==> config.mk <==
export PLATFORM = sky130hd
export DESIGN_NAME = vr_reqack_bridge
export DESIGN_NICKNAME = d
export VERILOG_FILES = /design/src/rtl/hs_bridge_pkg.sv /design/src/rtl/bridge_fifo.sv /design/src/rtl/vr_reqack_bridge.sv
export SDC_FILE = /design/constraint.sdc
export NUM_CORES = 1
export LEC_CHECK = 0
export CORE_MARGIN = 10
export CORE_UTILIZATION = 60
export CTS_BUF_LIST = sky130_fd_sc_hd__clkbuf_4
export CTS_CLUSTER_SIZE = 16
export DETAILED_ROUTE_END_ITERATION = 8
export GPL_TIMING_DRIVEN = 0
export PLACE_DENSITY = 0.84
export SLEW_MARGIN = 25
export SYNTH_ARGS = -nofsm -noshare
export SYNTH_HDL_FRONTEND = slang
export SYNTH_SLANG_ARGS = --single-unit
==> constraint.sdc <==
create_clock -name clk -period 8.2 [get_ports clk]
set_clock_uncertainty 0.05 [all_clocks]
set_input_delay 0.82 -clock clk [delete_from_list [all_inputs] [get_ports clk]]
set_output_delay 0.82 -clock clk [all_outputs]
set_load 0.01 [all_outputs]
==> src/rtl/hs_bridge_pkg.sv <==
// Shared types and constants for the valid/ready -> req/ack bridge.
// Holds the FSM state enum, the handshake mode encodings and a width helper.
package hs_bridge_pkg;

  typedef enum logic [1:0] {
    IDLE = 2'd0,
    REQ  = 2'd1,
    REL  = 2'd2
  } state_t;

  localparam int unsigned MODE_4PH = 0;
  localparam int unsigned MODE_2PH = 1;

  // Ceiling log2 usable in constant expressions (port widths).
  function automatic int unsigned clog2(input int unsigned value);
    int unsigned res;
    res = 0;
    for (int unsigned p = 1; p < value; p = p << 1) begin
      res = res + 1;
    end
    return res;
  endfunction

endpackage

==> src/rtl/bridge_fifo.sv <==
// Show-ahead synchronous FIFO with a registered full flag and occupancy count.
// A written word becomes visible to the read side one edge after the write.
module bridge_fifo
  import hs_bridge_pkg::*;
#(
  parameter int unsigned DW    = 8,
  parameter int unsigned DEPTH = 4
) (
  input  logic                          clk,
  input  logic                          rstn,
  input  logic                          wen,
  input  logic                          ren,
  input  logic [DW-1:0]                 din,
  output logic [DW-1:0]                 dout,
  output logic                          full,
  output logic                          empty,
  output logic [clog2(DEPTH+1)-1:0]     level
);

  localparam int unsigned AW = clog2(DEPTH);
  localparam int unsigned PW = AW + 1;
  localparam int unsigned LW = clog2(DEPTH + 1);

  logic [DW-1:0] mem_q [DEPTH];
  logic [PW-1:0] wptr_q, wptr_d;
  logic [PW-1:0] wptr_vis_q;
  logic [PW-1:0] rptr_q, rptr_d;
  logic [LW-1:0] level_q, level_d;
  logic          full_q, full_d;
  logic          wr, rd;

  assign wr = wen & ~full_q;
  assign rd = ren & ~empty;

  // Occupancy and pointer bookkeeping; write and pop together cancel out.
  always_comb begin
    wptr_d  = wptr_q;
    rptr_d  = rptr_q;
    level_d = level_q;
    if (wr) wptr_d = wptr_q + PW'(1);
    if (rd) rptr_d = rptr_q + PW'(1);
    case ({wr, rd})
      2'b10:   level_d = level_q + LW'(1);
      2'b01:   level_d = level_q - LW'(1);
      default: level_d = level_q;
    endcase
    full_d = (level_d == LW'(DEPTH));
  end

  always_ff @(posedge clk or negedge rstn) begin
    if (!rstn) begin
      wptr_q     <= '0;
      wptr_vis_q <= '0;
      rptr_q     <= '0;
      level_q    <= '0;
      full_q     <= 1'b0;
    end else begin
      wptr_q     <= wptr_d;
      wptr_vis_q <= wptr_q;
      rptr_q     <= rptr_d;
      level_q    <= level_d;
      full_q     <= full_d;
    end
  end

  always_ff @(posedge clk) begin
    if (wr) mem_q[wptr_q[AW-1:0]] <= din;
  end

  // Read side compares against the delayed write pointer so it never sees an unwritten slot.
  assign empty = (rptr_q == wptr_vis_q);
  assign dout  = mem_q[rptr_q[AW-1:0]];
  assign full  = full_q;
  assign level = level_q;

endmodule

==> src/rtl/vr_reqack_bridge.sv <==
// Valid/ready producer port buffered through a FIFO and delivered over a req/ack
// handshake (4-phase or 2-phase), with the consumer ack synchronised into clk.
module vr_reqack_bridge
  import hs_bridge_pkg::*;
#(
  parameter int unsigned DW          = 8,
  parameter int unsigned DEPTH       = 4,
  parameter int unsigned MODE        = 0,
  parameter int unsigned SYNC_STAGES = 2
) (
  input  logic                        clk,
  input  logic                        rstn,
  input  logic [DW-1:0]               data_i,
  input  logic                        valid,
  output logic                        ready,
  output logic [DW-1:0]               data_o,
  output logic                        req,
  input  logic                        ack,
  output logic [clog2(DEPTH+1)-1:0]   level,
  output logic                        busy
);

  localparam bit TWO_PHASE = (MODE == MODE_2PH);

  logic [SYNC_STAGES-1:0] ack_sync_q;
  logic                   ack_s;

  state_t        state_q, state_d;
  logic          req_q, req_d;
  logic [DW-1:0] data_q, data_d;
  logic          pop;

  logic [DW-1:0] fifo_dout;
  logic          fifo_full;
  logic          fifo_empty;

  bridge_fifo #(
    .DW    (DW),
    .DEPTH (DEPTH)
  ) u_fifo (
    .clk   (clk),
    .rstn  (rstn),
    .wen   (valid),
    .ren   (pop),
    .din   (data_i),
    .dout  (fifo_dout),
    .full  (fifo_full),
    .empty (fifo_empty),
    .level (level)
  );

  // Ack synchroniser; the FSM only ever looks at ack_s.
  always_ff @(posedge clk or negedge rstn) begin
    if (!rstn) ack_sync_q <= '0;
    else       ack_sync_q <= {ack_sync_q[SYNC_STAGES-2:0], ack};
  end

  assign ack_s = ack_sync_q[SYNC_STAGES-1];

  // Handshake FSM: one pop per transfer, data_o held until completion.
  always_comb begin
    state_d = state_q;
    req_d   = req_q;
    data_d  = data_q;
    pop     = 1'b0;
    case (state_q)
      IDLE: begin
        if (!fifo_empty) begin
          pop     = 1'b1;
          data_d  = fifo_dout;
          req_d   = TWO_PHASE ? ~req_q : 1'b1;
          state_d = REQ;
        end
      end
      REQ: begin
        if (TWO_PHASE) begin
          if (ack_s == req_q) state_d = IDLE;
        end else if (ack_s) begin
          req_d   = 1'b0;
          state_d = REL;
        end
      end
      REL: begin
        // Release done: start the next queued word on this same edge.
        if (!ack_s) begin
          if (!fifo_empty) begin
            pop     = 1'b1;
            data_d  = fifo_dout;
            req_d   = 1'b1;
            state_d = REQ;
          end else begin
            state_d = IDLE;
          end
        end
      end
      default: state_d = IDLE;
    endcase
  end

  always_ff @(posedge clk or negedge rstn) begin
    if (!rstn) begin
      state_q <= IDLE;
      req_q   <= 1'b0;
      data_q  <= '0;
    end else begin
      state_q <= state_d;
      req_q   <= req_d;
      data_q  <= data_d;
    end
  end

  assign req    = req_q;
  assign data_o = data_q;
  assign ready  = ~fifo_full;
  assign busy   = (state_q != IDLE) || (level != '0);

endmodule

Word-level counts from Yosys, hierarchy flattened

Memories as Yosys holds them, arrays and structs flattened.
Cells that the tools add are included.
W data, S select, Z words.

Flip-flop bits (word level): 26
RAM bits: 32
Bits of input ports: 12
Output and inout bits: 14
Word-level logic and storage cells: 54
Memories kept: 1

Memory list:

| name         | words | width | read ports | clocked after Yosys merged registers in | write ports | line              | RTL |
|---|---|---|---|---|---|---|---|
| u_fifo.mem_q | 4     | 8     | 1          | 0                                       | 1           | bridge_fifo.sv:24 | `logic [DW-1:0] mem_q [DEPTH];` |

Add/sub/neg operators: 4
Equality and inequality tests: 9
Muxes and demuxes: 18
Bitwise operators: 4
Reductions and logical operators: 9

Operators with widths:

| kind                  | count |
|---|---|
| $mux W8               | 2 |
| $pmux W8 S2           | 1 |
| $add A3 B1 Y3 const B | 3 |
| $mux W1               | 8 |
| $mux W2               | 3 |
| $ne A2 B2 Y1 const B  | 3 |
| $pmux W2 S3           | 1 |
| $pmux W3 S2           | 1 |
| $reduce_and A3 Y1     | 2 |
| $reduce_bool A3 Y1    | 2 |
| $eq A2 B1 Y1 const B  | 2 |
| $eq A2 B2 Y1 const B  | 2 |
| $reduce_bool A2 Y1    | 2 |
| $eq A3 B3 Y1          | 1 |
| $eq A3 B3 Y1 const B  | 1 |
| $pmux W1 S3           | 1 |
| $sub A3 B1 Y3 const B | 1 |
| $and A1 B1 Y1         | 2 |
| $logic_not A2 Y1      | 1 |
| $not A1 Y1            | 2 |
| $pmux W1 S2           | 1 |
| $reduce_and A2 Y1     | 1 |
| $logic_or A1 B1 Y1    | 1 |

Longest topological paths before layout

Depth in word-level cells: 8
Gate-level depth with buffers: 10
Depth with buffers taken out: 8

Hierarchy

Synthesis repeated with hierarchy kept, for this count alone.

Cell total of the unflattened synthesis: 140
Area, all modules: 2386.0 um2

By module, submodules not included:

| module           | instances | cells each | area an instance (um2) | seq. area each (um2) |
|---|---|---|---|---|
| bridge_fifo      | 1         | 102        | 1873.0                 | 1286.2 |
| vr_reqack_bridge | 1         | 38         | 513.0                  | 325.3 |

Worst setup path before layout

Ideal clock, no wire load.

Kind: reg2reg
Start point: register u_fifo.rptr_q[1]
End point: register u_fifo.full_q, in the netlist u_fifo.full
Library setup time: 0.094 ns
Arrival: 2.471 ns
Required time: 8.056 ns
Slack: 5.585 ns
Stages on the path, launching flop included: 11
Path buffers: 2
Period minus slack after synthesis: 2.615 ns
Cell sequence: dfrtp_1 buf_6 xor2_2 o31ai_4 buf_6 inv_1 ha_1 fa_1 xnor2_1 or3_1 a211oi_1

Cells in the longest elaborated chain, start to end: 8
Elaborated cells between the ends (all ways): 10
Those cells by class: 4 x eq/ne; 4 x mux; 2 x bitwise

RTL lines:

| element                                      | line                                           | RTL |
|---|---|---|
| from (decl)                                  | bridge_fifo.sv:27                              | `logic [PW-1:0] rptr_q, rptr_d;` |
| from (signal assigned)                       | bridge_fifo.sv:60                              | `rptr_q <= rptr_d;` |
| $eq A3 B3 Y1 *                               | bridge_fifo.sv:71                              | `assign empty = (rptr_q == wptr_vis_q);` |
| $mux W1                                      | vr_reqack_bridge.sv:68, vr_reqack_bridge.sv:86 |  |
| $mux W1                                      | vr_reqack_bridge.sv:85                         | `if (!ack_s) begin` |
| $pmux W1 S2                                  | vr_reqack_bridge.sv:66                         | `case (state_q)` |
| $and A1 B1 Y1 *                              | bridge_fifo.sv:33                              | `assign rd = ren & ~empty;` |
| $eq A2 B1 Y1 or $eq A2 B2 Y1 (tied branches) | bridge_fifo.sv:42                              | `case ({wr, rd})` |
| $pmux W3 S2 *                                | bridge_fifo.sv:42                              |  |
| $eq A3 B3 Y1 *                               | bridge_fifo.sv:47                              | `full_d = (level_d == LW'(DEPTH));` |
| named net u_fifo.full_d                      | bridge_fifo.sv:29                              | `logic full_q, full_d;` |
| to (signal assigned)                         | bridge_fifo.sv:62                              | `full_q <= full_d;` |
| to (decl)                                    | bridge_fifo.sv:29                              |  |

Mark *: on every way through the listed nets, which the timed path passes. The rest lies on a longest branch.
A chain may end at the register's enable or synchronous reset.

Worst setup path in the final report

Ends and elaborated chain as after synthesis.

==> results_dict.tcl <==
set metrics [dict create \
    status "finished, final reports clean" \
    finalMaxSlewViolations 0 \
    drive_gt1_frac 0.1834 \
    synth_cells 128 \
    coreArea_um2 3744 \
    startpoint "u_fifo.rptr_q[1]" \
    post-route-min-period_ns 2.990 \
    crit_type "reg -> reg" \
    clk_latency_ns 0.37 \
    syn_area_um2 2376 \
    first_global_vias 1375 \
    tightest_slew_ns 0.5970 \
    hold_path.startpoint "ack_sync_q[0]" \
    grt_max_degree 27 \
    slew_headroom 0.6020 \
    mostFrequentLayoutCells "edfxtp_1, dfrtp_1, clkdlybuf4s50_1" \
    dr_total_vias 1170 \
    grt_pass1_wl_um 6686 \
    hold_viol_final 0 \
    post_cts_resize_count 0 \
    clock-root-buffer "clkbuf_4" \
    place_hpwl_um 2923 \
    ir_drop_mv 0.1718 \
    leakagePower_nw 1.104 \
    yosys_register_bits 58 \
    drt_iter0_drc 115 \
    synth_nets 147 \
    antenna_left 0 \
    drv_cap 0 \
    crit_arrival_ns 3.21 \
    avgSynthCellArea_um2 18.56 \
    cts_max_level 3 \
    antenna_cells 0 \
    worstPathRequired_ns 8.42 \
    synth_seq_area_share 0.6783 \
    cts_sinks 58 \
    power_density_nw_per_um2 386.9 \
    viasPerCell 5.392 \
    worst_setup_path_start_kind "register" \
    hold_path_class "reg -> reg" \
    dpl_worst_slack_ns 4.850 \
    crit_fanout 10 \
    mostFrequentLayoutCell "edfxtp_1" \
    post_cts_buffers 0 \
    rsz0062_at_grt "no" \
    port-buffer-count 25 \
    start_util 0.6347 \
    synth.distinct_cells 27 \
    wl_per_cell_um 18.92 \
    fin_tns_setup_ns 0 \
    grt-ovfl-total 0 \
    drc 0 \
    antenna_found_initial 0 \
    yosys_warnings 0 \
    die_area_um2 6877 \
    die-width_um 82.93 \
    wirelength_um 4106 \
    period_share 0.3647 \
    die_h_um 82.93 \
    fp-row-count 22 \
    ioPinCount 26 \
    clk_pin_slew_ns 0.09 \
    max_freq_mhz 334.4 \
    drt_pass1_iterations 4 \
    layout.nets 183 \
    place.gp.congestion 0.7297 \
    cts_hold_buf 0 \
    setup_ws_ns 5.210 \
    cts_inserted_buffers 9 \
    worst_setup_path_end_kind "register" \
    finalSetupViolCount 0 \
    clock_path_buffers 2 \
    track_usage 0.1234 \
    tritoncts "yes" \
    area_growth_pct 17.22 \
    rr_startpoint "u_fifo.rptr_q[1]" \
]
flip-flops by register name (all words and copies together), names as in the netlist:
name               count
u_fifo.wptr_q          3
u_fifo.full            1
u_fifo.level           3
u_fifo.wptr_vis_q      3
u_fifo.rptr_q          3
data_o                 8
state_q                2
req                    1
u_fifo.mem_q          32
ack_sync_q             2
worst paths after layout:
check,slack (ns),to,depth (start not counted)
setup / recovery,5.21,u_fifo.full,10
setup reg to reg,5.21,u_fifo.full,10
hold / removal,0.31,ack_sync_q[1],0
min in group asynchronous,0.39,state_q[0],1
hold reg to reg,0.31,ack_sync_q[1],0
max in group asynchronous,7.32,data_o[3],1
layout make-up:
| cell class | count | area [um2] |
|---|---|---|
| multi-input cells | 60 | 704.4 |
| flip-flops and latches | 58 | 1612 |
| fillers | 237 | 958.4 |
| inverters | 6 | 22.52 |
| repair buffers | 25 | 245.2 |
| plain buffers | 4 | 37.54 |
| well taps | 48 | 60.06 |
| clock inverters | 5 | 21.27 |
| clock buffers | 11 | 82.58 |
critical path: stages (launching register included):
cell	delay, ns
dfrtp_1	0.41
buf_6	0.16
xor2_2	0.20
o31ai_4	0.35
buf_6	0.23
inv_1	0.06
ha_1	0.22
fa_1	0.40
xnor2_1	0.16
or3_1	0.34
a211oi_1	0.31
per-stage QoR:
step	cell area, um2	power (mW)	hold WS (ns)	util	cells
floorplan	2376	0.7734	0.2812	-	128
global placement	2686	0.8944	0.2827	0.7176	201
global route	2785	1.144	0.3312	0.7440	217
detailed placement	2681	0.9300	0.2940	0.7162	201
CTS	2785	1.090	0.3174	0.7440	217
finish	2785	1.078	0.3125	0.7440	217
per-layer routing:
layer / GRT usage / up-vias / wire (um)
met5: 0 / - / 0
met4: 0.07385 / 0 / 72
met3: 0.04004 / 8 / 162
met2: 0.2060 / 27 / 2194
met1: 0.1330 / 587 / 1678
li1: - / 548 / -
Yosys cell counts, drive strengths merged:
| master | number | area share |
|---|---|---|
| mux4 | 8 | 0.088 |
| and2 | 4 | 0.011 |
| nor2 | 1 | 0.0016 |
| o31a | 1 | 0.0042 |
| inv | 6 | 0.0095 |
| nand2b | 2 | 0.0053 |
| a2bb2oi | 1 | 0.0037 |
| o21ai | 4 | 0.0084 |
| a21oi | 2 | 0.0042 |
| xor2 | 4 | 0.021 |
| nand2 | 4 | 0.0063 |
| xnor2 | 5 | 0.018 |
| o311ai | 1 | 0.0037 |
| buf | 3 | 0.014 |
| edfxtp | 32 | 0.40 |
| a211oi | 1 | 0.0032 |
| nor2b | 2 | 0.0053 |
| fa | 1 | 0.0084 |
| or3 | 1 | 0.0026 |
| ha | 6 | 0.032 |
| nor3 | 1 | 0.0021 |
| o31ai | 1 | 0.0090 |
| clkbuf | 1 | 0.0016 |
| mux2 | 10 | 0.058 |
| dfrtp | 26 | 0.27 |
cell families (layout without fill, tap and decap cells):
family                     count (synthesis)  in the layout  share of synthesized area
buffers and inverters                     10             51                    0.02527
and+or+nand+nor                           15             15                    0.03369
adders and majority gates                  7              7                    0.04002
AOI/OAI and AO/OA                         11             11                    0.03634
muxes                                     18             18                     0.1469
DFF                                       58             58                     0.6782
xor gates and xnor gates                   9              9                    0.03949
power breakdown:
part	switching (mW)	internal (mW)
clock network	0.0940	0.0653
registers	0.0559	0.404
logic	0.206	0.252
total	0.356	0.722
Note: power is estimated with default switching activity, not from simulation.
